[src/rtl/aes_core_arbiter.sv]
// aes_core_arbiter: round-robin sharing of one AES-128 decrypt core between two requesters.
// Optional run-phase watchdog is built when AES_ARB_TIMEOUT_EN is defined.
module aes_core_arbiter #(
    parameter int TIMEOUT_CYCLES = 256,
    parameter int RELEASE_MIN    = 2
) (
    input  logic         CLK,
    input  logic         RESET,
    input  logic [1:0]   REQ,
    input  logic [127:0] KEY0,
    input  logic [127:0] KEY1,
    input  logic [127:0] MSG0,
    input  logic [127:0] MSG1,
    output logic [1:0]   ACK,
    output logic [127:0] RESULT,
    output logic [1:0]   ERR,
    output logic         BUSY,
    output logic         OWNER,
    output logic [127:0] AES_KEY,
    output logic [127:0] AES_MSG_EN,
    output logic         AES_START,
    input  logic         AES_DONE,
    input  logic [127:0] AES_MSG_DE
);
    localparam int REL_W = $clog2(RELEASE_MIN + 1);
    localparam logic [REL_W-1:0] REL_LAST = REL_W'(RELEASE_MIN - 1);

    typedef enum logic [2:0] {S_IDLE, S_LOAD, S_RUN, S_CAP, S_REL} state_t;

    state_t            state_q, state_d;
    logic              owner_q, owner_d;
    logic [127:0]      key_q, key_d;
    logic [127:0]      msg_q, msg_d;
    logic [127:0]      result_q, result_d;
    logic [REL_W-1:0]  rel_cnt_q, rel_cnt_d;
    logic              grant;
    logic [1:0]        owner_oh;

`ifdef AES_ARB_TIMEOUT_EN
    localparam int WD_W = $clog2(TIMEOUT_CYCLES) + 1;
    localparam logic [WD_W-1:0] WD_LAST = WD_W'(TIMEOUT_CYCLES - 1);
    logic [WD_W-1:0] wd_cnt_q, wd_cnt_d;
    logic            err_q, err_d;
`endif

    always_comb begin
        state_d   = state_q;
        owner_d   = owner_q;
        key_d     = key_q;
        msg_d     = msg_q;
        result_d  = result_q;
        rel_cnt_d = rel_cnt_q;
        grant     = 1'b0;
`ifdef AES_ARB_TIMEOUT_EN
        wd_cnt_d  = wd_cnt_q;
        err_d     = err_q;
`endif
        case (state_q)
            S_IDLE: begin
                // On a tie the requester that did not win last time goes next.
                if (|REQ) begin
                    grant   = (REQ == 2'b11) ? ~owner_q : REQ[1];
                    owner_d = grant;
                    key_d   = grant ? KEY1 : KEY0;
                    msg_d   = grant ? MSG1 : MSG0;
                    state_d = S_LOAD;
                end
            end
            S_LOAD: begin
`ifdef AES_ARB_TIMEOUT_EN
                wd_cnt_d = '0;
                err_d    = 1'b0;
`endif
                state_d = S_RUN;
            end
            S_RUN: begin
                if (AES_DONE) begin
                    result_d = AES_MSG_DE;
                    state_d  = S_CAP;
                end
`ifdef AES_ARB_TIMEOUT_EN
                else if (wd_cnt_q == WD_LAST) begin
                    result_d = '0;
                    err_d    = 1'b1;
                    state_d  = S_CAP;
                end else begin
                    wd_cnt_d = wd_cnt_q + 1'b1;
                end
`endif
            end
            S_CAP: begin
                rel_cnt_d = '0;
                state_d   = S_REL;
            end
            S_REL: begin
                // Keeps START low long enough for the core to re-arm, and waits for the owner to drop REQ.
                if (rel_cnt_q != REL_LAST)
                    rel_cnt_d = rel_cnt_q + 1'b1;
                else if (!REQ[owner_q])
                    state_d = S_IDLE;
            end
            default: state_d = S_IDLE;
        endcase
    end

    always_ff @(posedge CLK) begin
        if (RESET) begin
            state_q   <= S_IDLE;
            owner_q   <= 1'b1;
            key_q     <= '0;
            msg_q     <= '0;
            result_q  <= '0;
            rel_cnt_q <= '0;
        end else begin
            state_q   <= state_d;
            owner_q   <= owner_d;
            key_q     <= key_d;
            msg_q     <= msg_d;
            result_q  <= result_d;
            rel_cnt_q <= rel_cnt_d;
        end
    end

    assign owner_oh   = owner_q ? 2'b10 : 2'b01;
    assign ACK        = (state_q == S_CAP) ? owner_oh : 2'b00;
    assign BUSY       = (state_q != S_IDLE);
    assign OWNER      = owner_q;
    assign AES_KEY    = key_q;
    assign AES_MSG_EN = msg_q;
    assign AES_START  = (state_q == S_RUN);
    assign RESULT     = result_q;

`ifdef AES_ARB_TIMEOUT_EN
    always_ff @(posedge CLK) begin
        if (RESET) begin
            wd_cnt_q <= '0;
            err_q    <= 1'b0;
        end else begin
            wd_cnt_q <= wd_cnt_d;
            err_q    <= err_d;
        end
    end

    assign ERR = (state_q == S_CAP && err_q) ? owner_oh : 2'b00;
`else
    logic unused_timeout;
    assign unused_timeout = (TIMEOUT_CYCLES != 0);
    assign ERR = 2'b00;
`endif

endmodule
[config.mk]
export PLATFORM = sky130hd
export DESIGN_NAME = aes_core_arbiter
export DESIGN_NICKNAME = d
export VERILOG_FILES = /design/src/rtl/aes_core_arbiter.sv
export SDC_FILE = /design/constraint.sdc
export NUM_CORES = 1
export LEC_CHECK = 0
export CAP_MARGIN = 30
export CORE_AREA = 4 4 396 398
export DETAILED_ROUTE_END_ITERATION = 7
export DIE_AREA = 0 0 400 402
export HOLD_SLACK_MARGIN = 0.03
export PLACE_DENSITY_LB_ADDON = 0.2
export SLEW_MARGIN = 25
export SYNTH_ARGS = -nofsm -noshare
export SYNTH_HDL_FRONTEND = slang
export SYNTH_SLANG_ARGS = --single-unit
[constraint.sdc]
create_clock -name CLK -period 3.4 [get_ports CLK]
set_input_delay 0.51 -clock CLK [delete_from_list [all_inputs] [get_ports CLK]]
set_output_delay 0.51 -clock CLK [all_outputs]
set_load 0.01 [all_outputs]
==> metrics.md, run 1 <==
| Metric | Value |
|---|---|
| Reg clk slew, reported paths | `60 ps` |
| Min-Delay Path Class | `input port to flip-flop` |
| Layout cell share with drive strength beyond 1 | `0.0400` |
| Post-synth ARST share | `0` |
| Outcome | `finished, violations left` |
| Leak Pwr | `12.3 nW` |
| Drt wl/cell | `21.5 µm` |
| Crit path setup slack, layout | `275 ps` |
| Hold Fails Final Rpt | `0` |
| Yosys cell types | `32` |
| Achievable Freq | `320 MHz` |
| Vias per inst | `3.61` |
| First-pass DRT Iterations | `8` |
| Clock share of power | `0.336` |
| Min-delay src | `RESET` |
| Worst path max stage delay | `670 ps` |
| Syn Area/Cell | `8.30 µm²` |
| Overflow after GRT | `0` |
| Final setup TNS | `0 ps` |
| GP Congestion | `0.833` |
| Worst slew margin | `0.420` |
| Final std cells w/o fill | `5,073` |
| Crit path time final | `3120 ps` |
| Ports | `1,036` |
| Worst r2r src | `state_q[2]` |
| Clock buffer depth | `3` |
| Initial drt markers | `1,797` |
| Crit-path cells | `nand2_1 -> or2_2 -> nor2_1 -> clkdlybuf4s50_1` |
| Max-capacitance violation count | `0` |
| WL final | `109 mm` |
| Hold Slack | `252 ps` |
| Syn Inst Count | `1,998` |
| Failing checks | `DRC` |
| Slew Viols, Final | `0` |
| Sequential share of the synthesized area | `0.471` |
| Mux share of post-synthesis cell area | `0.000604` |
| Simple-Gate Fraction of Synth Area | `0.164` |
| Post-Synth XOR/XNOR Area | `0.000528` |
| Antenna violations before repair | `69` |
| Worst setup EP type | `output port` |
| First-pass GRT wire length | `146 mm` |
| DRC viols | `15` |
| Die area | `161,000 µm²` |
| Worst slack at placement | `739 ps` |
| Grt peak-use layer | `met2` |
| Met2 GRT Util | `0.238` |
| Cell area power density | `588 nW/µm²` |
| Row cnt | `144` |
| Seq cells post-synth | `390` |
| Vias in the first global route | `18,600` |
| Crit Path Class | `flip-flop to output port` |
| Req. time, crit path | `2890 ps` |
| EDFF count, synth | `0` |
| P&R area growth vs syn | `87.1%` |
| Most common cell after layout, fill and taps aside | `clkdlybuf4s50_1` |
| Largest net degree at the start of global routing | `162` |
| CTS tree | `built` |
| Main combinational cell family by area after synthesis | `compound AO/OA/AOI/OAI gates` |
| Crit Path Max Fanout | `11` |
| Placed Cells | `4,941` |
| Nets | `3,602` |
| Clock tree sinks | `390` |
| DPL Wire Length | `83.9 mm` |
| Compound-Gate Fraction of Synth Area | `0.197` |
| Share of power burned in registers | `0.340` |
| P_sw | `5.95 mW` |
| Commonest cells after routing, fill and taps aside | `clkdlybuf4s50_1, inv_1, dfxtp_1, nand2_1, nand2b_1` |
| Switch share | `0.326` |
| Post_cts resized | `0` |
| Die width | `400 µm` |
| Synth area leader | `dfxtp_1` |
| Cell Int Power | `12.3 mW` |
| ANT nets after route | `0` |
| Global Route met1 Usage | `0.132` |
| Final-report setup violation count | `0` |
| Placed Area | `29,100 µm²` |
| Skew final | `58.4 ps` |
| CTS H-tree lvls | `2` |
| Data arrival, critical path | `2610 ps` |
| Synth Area in Adders | `0.000755` |
| Tightest Pin Transition | `871 ps` |
| Startpoint types | `flip-flop` |
| Most used DFF post-synth | `dfxtp_1` |
| Number of port buffers | `1,033` |
| Mapped cell area | `16,600 µm²` |
| Warnings from Yosys | `0` |
| Total core area | `153,000 µm²` |
| Clk_lat worst skew | `670 ps` |
| Share of the synthesized area in the top cell type | `0.471` |
| Number of buffers added for setup after CTS | `0` |
| RSZ-0062 raised after global routing | `false` |
| Logic pwr share | `0.324` |
| Critical Path Source | `state_q[1]` |
| Cts bufs inserted | `57` |
| Worst path slowest cell | `clkdlybuf4s50_1` |
| Largest cells by area after synthesis | `dfxtp_1, a222oi_1, inv_1` |
| Fin area | `31,000 µm²` |
| All-Layer GR Usage | `0.127` |
| CTS Hold Bufs | `0` |
| Die Span Y | `402 µm` |
| Tcrit/Tclk final | `0.919` |
| Vias | `18,300` |
| IR Drop Worst-Case VDD | `0.420 mV` |
| Initial Util | `0.108` |
| Met3 Use GR | `0.0487` |
| Root buf cell | `clkbuf_16` |
## path summary, 6_finish.rpt
path | end | slack [ps] | cells after the start
min | RESULT[74] | 250 | 2
max | ACK[1] | 280 | 4
max reg2reg | AES_MSG_EN[102] | 840 | 5
min reg2reg | RESULT[9] | 450 | 2
## sequential cells by signal, summed over array words and instances, names as in the netlist
signal      flops
OWNER           1
AES_MSG_EN    128
state_q         3
rel_cnt_q       2
RESULT        128
AES_KEY       128
## metal layers
metal / up-vias / part of all wire
met5: - / 0.0019
met4: 30 / 0.022
met3: 174 / 0.095
met2: 820 / 0.53
met1: 8728 / 0.35
li1: 8551 / -
## Yosys cell counts, types with 2 or more instances
cell type  instances
a222oi_1         255
buf_6             28
a21oi_1          130
inv_1            513
clkbuf_1         113
nand2b_1         257
nor2_1             4
buf_2              9
o21ai_0            2
buf_1             10
nor3_1             3
buf_4              2
a221oi_1           2
dfxtp_1          390
nor4b_1            2
nand2_1          261
nor3b_1            2
## critical path: cells and delay by family, from the launching register on
family,cells,cell delay [ps]
buf+inv,1,670
flops,1,640
simple gates,3,640
## kinds of logic after synthesis
group,count (synthesis)
AOI/OAI and AO/OA,392
xor gates and xnor gates,1
adders and majority gates,1
buffers and inverters,676
DFF,390
muxes,1
other,1
and+or+nand+nor,536
## final cells by class
class,instances,area (µm²)
Antenna cell,27,67.6
Clock buffer,90,1670
Clock inverter,15,224
Fill cell,17100,122000
Inverter,514,1930
Multi-Input combinational cell,933,6060
Sequential cell,390,7810
Tap cell,2044,2560
Timing Repair Buffer,1060,10700
## per-stage QoR
stage / power (mW) / util
after CTS: 18.7 / 0.202
after floorplan: 8.41 / -
after global routing: 19.2 / 0.202
after global placement: 12.3 / 0.190
after detailed placement: 12.3 / 0.190
final: 18.2 / 0.202
## power by group through the flow
stage | combinational [mW] | sequential (mW) | clock (mW)
after floorplan | 1.81 | 6.60 | 0
after global placement | 6.02 | 6.29 | 0
after detailed placement | 6.04 | 6.29 | 0
after CTS | 6.05 | 6.21 | 6.44
after global routing | 6.33 | 6.32 | 6.59
final | 5.91 | 6.20 | 6.13
No activity file was read; power rests on OpenSTA's default activity.
==> run 2, diff against run 1 <==
SETUP_SLACK_MARGIN = 0.5   (was unset)
==> metrics.md, run 2 (synthesized netlist as in run 1, its figures left out) <==
| Metric | Value |
|---|---|
| Slew Viols, Final | `0` |
| Total core area | `153,000 µm²` |
| Wl on met1 | `39.0 mm` |
| Outcome | `finished, violations left` |
| Worst path slowest cell | `clkdlybuf4s50_1` |
| Nets | `3,602` |
| Ports | `1,036` |
| Final std cells w/o fill | `5,073` |
| DPL Wire Length | `83.9 mm` |
| Crit path time final | `2710 ps` |
| Number of buffers added for setup after CTS | `0` |
| Final-report setup violation count | `0` |
| Clock tree sinks | `390` |
| Tcrit/Tclk final | `0.797` |
| Met2 wire length | `57.4 mm` |
| Leak Pwr | `12.3 nW` |
| Min-Delay Path Class | `input port to flip-flop` |
| Tightest Pin Transition | `851 ps` |
| IR Drop Worst-Case VDD | `0.420 mV` |
| P&R area growth vs syn | `87.1%` |
| Crit Path Class | `flip-flop to output port` |
| RSZ-0062 raised after global routing | `false` |
| Vias | `18,200` |
| Vias per inst | `3.59` |
| Highest Signal Layer | `met5` |
| Commonest cells after routing, fill and taps aside | `clkdlybuf4s50_1, inv_1, dfxtp_1, nand2_1, nand2b_1` |
| Largest net degree at the start of global routing | `162` |
| Worst slack at placement | `739 ps` |
| Startpoint types | `flip-flop` |
| Sequential cell area | `7820 µm²` |
| CTS tree | `built` |
| Antenna violations before repair | `69` |
| CTS H-tree lvls | `2` |
| Crit path setup slack, layout | `689 ps` |
| Cell area power density | `588 nW/µm²` |
| Die area | `161,000 µm²` |
| Achievable Freq | `369 MHz` |
| Layout cell share with drive strength beyond 1 | `0.0406` |
| Root buf cell | `clkbuf_16` |
| Die width | `400 µm` |
| All-Layer GR Usage | `0.127` |
| Vias in the first global route | `18,600` |
| Number of port buffers | `1,033` |
| WL final | `109 mm` |
| Reg clk slew, reported paths | `60 ps` |
| DRC viols | `2` |
| Data arrival, critical path | `2200 ps` |
| Hold Fails Final Rpt | `0` |
| Placed Cells | `4,941` |
| Final setup TNS | `0 ps` |
| Clk_lat worst skew | `670 ps` |
| First-pass GRT wire length | `146 mm` |
| Req. time, crit path | `2890 ps` |
| Failing checks | `DRC` |
| GP Congestion | `0.833` |
| Initial drt markers | `1,737` |
| Drt wl/cell | `21.5 µm` |
| Met3 WL | `10.2 mm` |
| Most common cell after layout, fill and taps aside | `clkdlybuf4s50_1` |
| Cts bufs inserted | `57` |
| Overflow after GRT | `0` |
| Max-capacitance violation count | `0` |
| Die Span Y | `402 µm` |
| ANT nets after route | `0` |
| Worst slew margin | `0.433` |
| Crit Path Max Fanout | `11` |
| First-pass DRT Iterations | `8` |
| Worst setup EP type | `output port` |
| CTS Hold Bufs | `0` |
| Initial Util | `0.108` |
| # fillers | `17,100` |
| Worst path max stage delay | `550 ps` |
| Crit-path cells | `nand2_1 -> or2_2 -> nor2_1 -> clkdlybuf4s50_1` |
| Area of the multi-input gates | `6060 µm²` |
| Clock buffer depth | `3` |
| Row cnt | `144` |
| Tot Pwr | `18.3 mW` |
| Skew final | `60.4 ps` |
[run 2: changes by cell type in the layout (fill, tap and decap cells not counted), sizes merged]
cell | previous run | this run
clkdlybuf4s50 | 1032 | 1031
dlygate4sd2 | 0 | 1
[run 2: worst max-delay path: cells and delay by family (launching register included)]
family        cells  cell delay [ps]
buf+inv           1              550
simple gates      3              540
flops             1              440
[run 2: worst paths after layout]
check | endpoint | startpoint | slack, ps | cells past startpoint
worst max-delay path | ACK[0] | state_q[1] | 690 | 4
worst min-delay path | RESULT[74] | RESET | 250 | 2
worst max register to register | AES_MSG_EN[102] | state_q[2] | 850 | 5
worst min register to register | RESULT[7] | RESULT[7] | 450 | 2
[run 2: metal layers]
| metal | up-vias | GRT usage |
|---|---|---|
| li1 | 8552 | - |
| met1 | 8693 | 0.132 |
| met2 | 786 | 0.238 |
| met3 | 176 | 0.0487 |
| met4 | 30 | 0.0341 |
| met5 | - | 0 |
[run 2: final cells by class]
| cell class | count | share of cell area |
|---|---|---|
| diodes | 27 | 0.00218 |
| inverters | 514 | 0.0622 |
| flip-flops and latches | 390 | 0.252 |
| multi-input cells | 933 | 0.195 |
| well taps | 2044 | 0.0824 |
| clock buffers | 90 | 0.0538 |
| repair buffers | 1060 | 0.345 |
| clock inverters | 15 | 0.00722 |
[run 2: through the flow]
step            util  hold WS [ps]  cell area [µm²]
5_1_grt        0.202           207            31000
2_1_floorplan      -           459            16600
3_3_place_gp   0.190           442            29100
6_report       0.202           252            31000
3_5_place_dp   0.190           446            29100
4_1_cts        0.202           196            31000
[run 2: power breakdown]
group | switching [mW] | leakage (nW) | internal (mW)
logic | 2.79 | 8.15 | 3.12
clock network | 2.53 | 0.914 | 3.60
registers | 0.631 | 3.22 | 5.58
[run 2: repair_timing]
| item | 4_1_cts | 5_1_grt |
|---|---|---|
| setup endpoints to repair | 2 | 1 |
| gates cloned | 0 | 0 |
| gates resized for setup | 3 | 2 |
| pin swaps | 0 | 0 |
